**src/rtl/product_accumulator_pkg.sv**
```systemverilog
// Shared definitions for the product accumulator: FSM state encoding and
// default widths reused by the multiplier-array integration.
package product_accumulator_pkg;

  typedef enum logic {
    ST_ACCUM = 1'b0,
    ST_HOLD  = 1'b1
  } state_e;

  localparam int DEF_PROD_W = 8;
  localparam int DEF_ACC_W  = 16;
  localparam int DEF_COUNT  = 4;
  localparam int DEF_CNT_W  = 8;

endpackage

```
**src/rtl/product_accumulator.sv**
```systemverilog
// Groups multiplier products into wide sums and hands each closed group
// downstream through a registered valid/ready result stage.
module product_accumulator
  import product_accumulator_pkg::*;
#(
  parameter int PROD_W = DEF_PROD_W,
  parameter int ACC_W  = DEF_ACC_W,
  parameter int COUNT  = DEF_COUNT,
  parameter int CNT_W  = DEF_CNT_W
) (
  input  logic              clk,
  input  logic              reset,
  input  logic              in_valid,
  output logic              in_ready,
  input  logic [PROD_W-1:0] in_product,
  input  logic              flush,
  output logic              out_valid,
  input  logic              out_ready,
  output logic [ACC_W-1:0]  out_sum,
  output logic [CNT_W-1:0]  out_count,
  output logic              out_overflow
);

  state_e             state_q, state_d;
  logic [ACC_W-1:0]   acc_q, acc_d;
  logic [CNT_W-1:0]   cnt_q, cnt_d;
  logic               ovf_q, ovf_d;
  logic [ACC_W-1:0]   sum_q, sum_d;
  logic [CNT_W-1:0]   count_q, count_d;
  logic               oflow_q, oflow_d;

  logic               accept;
  logic [ACC_W:0]     sum_ext;
  logic [ACC_W-1:0]   acc_next;
  logic [CNT_W-1:0]   cnt_next;
  logic               ovf_next;
  logic               close_group;

  // Ready depends on registered state only, so out_ready never reaches in_ready.
  assign in_ready     = (state_q == ST_ACCUM);
  assign out_valid    = (state_q == ST_HOLD);
  assign out_sum      = sum_q;
  assign out_count    = count_q;
  assign out_overflow = oflow_q;

  assign accept   = in_valid && in_ready;
  assign sum_ext  = {1'b0, acc_q} + {{(ACC_W + 1 - PROD_W){1'b0}}, in_product};
  assign acc_next = accept ? sum_ext[ACC_W-1:0] : acc_q;
  assign cnt_next = cnt_q + CNT_W'(accept);
  assign ovf_next = ovf_q | (accept & sum_ext[ACC_W]);

  // An empty group is never closed: a lone flush with nothing counted is dropped.
  assign close_group = (accept && (cnt_q == CNT_W'(COUNT - 1))) ||
                       (flush && ((cnt_q != '0) || accept));

  always_comb begin
    // NOTE: every always_comb output gets a default first so no path can infer a latch.
    state_d = state_q;
    acc_d   = acc_q;
    cnt_d   = cnt_q;
    ovf_d   = ovf_q;
    sum_d   = sum_q;
    count_d = count_q;
    oflow_d = oflow_q;

    unique case (state_q)
      ST_ACCUM: begin
        acc_d = acc_next;
        cnt_d = cnt_next;
        ovf_d = ovf_next;
        if (close_group) begin
          state_d = ST_HOLD;
          sum_d   = acc_next;
          count_d = cnt_next;
          oflow_d = ovf_next;
        end
      end
      ST_HOLD: begin
        if (out_ready) begin
          state_d = ST_ACCUM;
          acc_d   = '0;
          cnt_d   = '0;
          ovf_d   = 1'b0;
        end
      end
      default: state_d = ST_ACCUM;
    endcase
  end

  always_ff @(posedge clk) begin
    // NOTE: sequential state uses non-blocking assignments so every register samples pre-edge values.
    if (reset) begin
      state_q <= ST_ACCUM;
      acc_q   <= '0;
      cnt_q   <= '0;
      ovf_q   <= 1'b0;
      sum_q   <= '0;
      count_q <= '0;
      oflow_q <= 1'b0;
    end else begin
      state_q <= state_d;
      acc_q   <= acc_d;
      cnt_q   <= cnt_d;
      ovf_q   <= ovf_d;
      sum_q   <= sum_d;
      count_q <= count_d;
      oflow_q <= oflow_d;
    end
  end

endmodule

```
**config.mk**
```make
export PLATFORM = sky130hd
export DESIGN_NAME = product_accumulator
export DESIGN_NICKNAME = d
export VERILOG_FILES = /design/src/rtl/product_accumulator_pkg.sv /design/src/rtl/product_accumulator.sv
export SDC_FILE = /design/constraint.sdc
export NUM_CORES = 1
export LEC_CHECK = 0
export CORE_MARGIN = 10
export CORE_UTILIZATION = 40
export DETAILED_ROUTE_END_ITERATION = 8
export GPL_TIMING_DRIVEN = 1
export PLACE_DENSITY = 0.74
export RECOVER_POWER = 50
export SLEW_MARGIN = 0
export SYNTH_ARGS = -nofsm -noshare
export SYNTH_HDL_FRONTEND = slang
export SYNTH_SLANG_ARGS = --single-unit
```
**constraint.sdc**
```tcl
create_clock -name clk -period 2.2 [get_ports clk]
set_input_delay 0.44 -clock clk [delete_from_list [all_inputs] [get_ports clk]]
set_output_delay 0.44 -clock clk [all_outputs]
set_load 0.005 [all_outputs]
```
==> flow_metrics.env <==
export IMPL_outcome="finished, final reports clean"
export IMPL_p_sw_share_pct=29.6
export IMPL_die_w_um=103
export IMPL_place_hpwl_um=5140
export IMPL_grt_pass1_vias=2602
export IMPL_grt_pass1_wl_um=12000
export IMPL_drc=0
export IMPL_startpoint="in_product[1]"
export IMPL_core_mm2=0.00672
export IMPL_slew_viol_final=0
export IMPL_diodes=0
export IMPL_p_seq_share_pct=40.4
export IMPL_async_flop_share_pct=0
export IMPL_syn_cell_area_mm2=0.00274
export IMPL_end_kind="flip-flop"
export IMPL_cts_sinks=51
export IMPL_required_ps=2440
export IMPL_ys_ff_latch=51
export IMPL_powerDensity_mw_per_mm2=693
export IMPL_path_max_fanout=2
export IMPL_yosysSeqAreaShare_pct=37.3
export IMPL_vias=2556
export IMPL_skew_ps=8.89
export IMPL_setup_violations=0
export IMPL_die_h_um=103
export IMPL_reg2reg_from="acc_q[1]"
export IMPL_cap_violations=0
export IMPL_power_frac_comb_pct=30.6
export IMPL_synth_edf_count=0
export IMPL_worstSetupEndpoint="acc_q[11]"
export IMPL_areaGrowthSynthToFinish_pct=39.5
export IMPL_totalWireLength_um=7350
export IMPL_ir_worst_vdd_uv=295
export IMPL_worstSetupPathType="primary input to flip-flop"
export IMPL_internal_power_w=0.00187
export IMPL_r2r_end="acc_q[11]"
export IMPL_first_pass_iters=4
export IMPL_grt_usage_pct=13.9
export IMPL_worst_r2r_path_depth=8
export IMPL_antenna_found_initial=0
export IMPL_holdBufCountCts=0
export IMPL_placed_cells=456
export IMPL_p_total_w=0.00265
export IMPL_wl_per_cell_um=15.7
export IMPL_drive_gt1_share_pct=26.2
export IMPL_fin_cells=469
export IMPL_fmax_ghz=0.472
export IMPL_avgSynthCellArea_um2=8.81
export IMPL_dr_first_iter_drc_count=138
export IMPL_rsz0062_at_grt="no"
export IMPL_io_buffer_count=39
export IMPL_mostFrequentLayoutCell="dfxtp_1"
export IMPL_hold_path_class="flip-flop to flip-flop"
export IMPL_clk_pin_slew_ps=90
export IMPL_fillCellCount=555
export IMPL_worst_pin_slew_ps=637
export IMPL_min_period_ps=2120
export IMPL_ys_flop_type="dfxtp_1"
export IMPL_relSlewSlack_pct=57.5
export IMPL_yosysWarnings=0
export IMPL_syn_nets=335
export IMPL_start_util_pct=40.8
export IMPL_leakage_nw=1.47
export IMPL_die_area_mm2=0.0106
export IMPL_finalCritPeriodShare_pct=96.3
export IMPL_routed_via_density=5.45
export IMPL_rows=30
export IMPL_start_kind="primary input"
export IMPL_hold_viol=0
export IMPL_cts_tree="yes"
export IMPL_htreeDepth=2
export IMPL_layout_common_cells="dfxtp_1, buf_4, nor2_1"
export IMPL_crit_arrival_ps=2360
export IMPL_clockPowerShare_pct=29.1
export IMPL_ant_nets=0
export IMPL_gp_congestion=0.873
export IMPL_switching_power_w=0.000783
export IMPL_pin_count=40
export IMPL_ys_types=47
export IMPL_clk_root_buffer_cell="clkbuf_8"
export IMPL_cts_buffers=5
export IMPL_grt_ovfl_total=0
export IMPL_nNetsFinal=412
export IMPL_grt_max_degree=28
export IMPL_r2r_slack_ps=130
export IMPL_netlist_instances=311
export IMPL_clk_latency_ps=310
export IMPL_cts_buffer_depth=2
-- state kept, by name (all words and copies together), names as in the netlist --
name          count
acc_q            16
out_sum          16
cnt_q             8
out_count         8
out_overflow      1
out_valid         1
ovf_q             1
-- metal layers --
metal,track usage [%],share of wire (%),routed length (um)
met4,5.56,1.2,86
met5,0,0,0
met2,23.2,48,3550
met1,17.0,45,3280
met3,3.02,5.9,437
-- timing repair --
item	in CTS	in global routing
endpoints found under the setup margin	23	14
buffers inserted	3	2
pin swaps	15	10
resized for setup	30	11
-- cell usage after synthesis (2+ instances only) --
master / instances / share of area (%)
inv_1: 4 / 0.55
xor2_1: 6 / 1.9
clkinv_1: 3 / 0.41
o22a_1: 2 / 0.64
a21oi_1: 22 / 4.0
or3_1: 2 / 0.46
dfxtp_1: 51 / 37
clkbuf_1: 9 / 1.2
buf_6: 5 / 2.1
a41oi_1: 2 / 0.64
a311oi_2: 12 / 6.6
nor2_1: 43 / 5.9
xnor2_1: 9 / 2.9
o21ai_0: 11 / 2.0
nor3_2: 2 / 0.73
ha_1: 10 / 4.6
a21o_1: 2 / 0.55
mux2_2: 2 / 0.82
a311oi_1: 4 / 1.3
and3_1: 4 / 0.91
a211oi_2: 4 / 1.8
o211ai_1: 7 / 1.9
nor3_1: 5 / 0.91
and2_1: 2 / 0.46
nand2_1: 39 / 5.3
or4_1: 2 / 0.55
nand3_1: 12 / 2.2
mux2i_1: 4 / 1.5
a211oi_1: 10 / 2.7
a31oi_1: 4 / 0.91
-- through the flow --
stage               utilization, %  TNS [ps]  worst slack (ps)  instance area [um2]  hold WS (ps)
finish                        56.9         0              80.4                 3820           464
global route                  56.9         0              4.27                 3820           506
CTS                           56.3         0              1.99                 3780           469
detailed placement            51.7    -12960              -583                 3470           457
global placement              51.7    -11580              -501                 3470           442
floorplan                        -         0              35.6                 2740           436
-- area by class of cell --
type	instances	area [um2]	area share (%)
multi-input cells	236	1760	46.2
flip-flops and latches	51	1020	26.7
repair buffers	87	777	20.3
well taps	80	100	2.62
clock buffers	6	72.6	1.90
clock inverters	2	60.1	1.57
inverters	7	26.3	0.688
-- critical path: stages --
cell	delay, ps
dlygate4sd2_1	250
ha_1	330
a211oi_4	320
nor3_4	90
buf_4	150
o31ai_4	180
buf_4	150
mux2_2	330
a21oi_2	110
-- cell families after synthesis --
family	Yosys count	share of synthesized area [%]
fa+ha+maj	11	5.30
mux	6	2.28
xor+xnor	15	4.80
buf+inv	24	5.39
compound gates	85	24.6
simple gates	119	20.3
flops	51	37.3
-- power by group through the flow --
stage	Sequential (W)	Clock [W]	Combinational, W
floorplan	0.00108	0	0.000426
global placement	0.00108	0	0.000735
detailed placement	0.00108	0	0.000749
CTS	0.00107	0.000779	0.000819
global route	0.00108	0.000820	0.000881
finish	0.00107	0.000770	0.000810
-- worst min-delay path by stage --
stage	endpoint	startpoint	slack (ps)	cells past startpoint
final	ovf_q	ovf_q	460	2
after floorplan	ovf_q	ovf_q	440	2
after detailed placement	ovf_q	ovf_q	460	2
after global routing	ovf_q	ovf_q	510	2
after CTS	ovf_q	ovf_q	470	2
after global placement	ovf_q	ovf_q	440	2
Note: power is estimated with default switching activity, not from simulation.
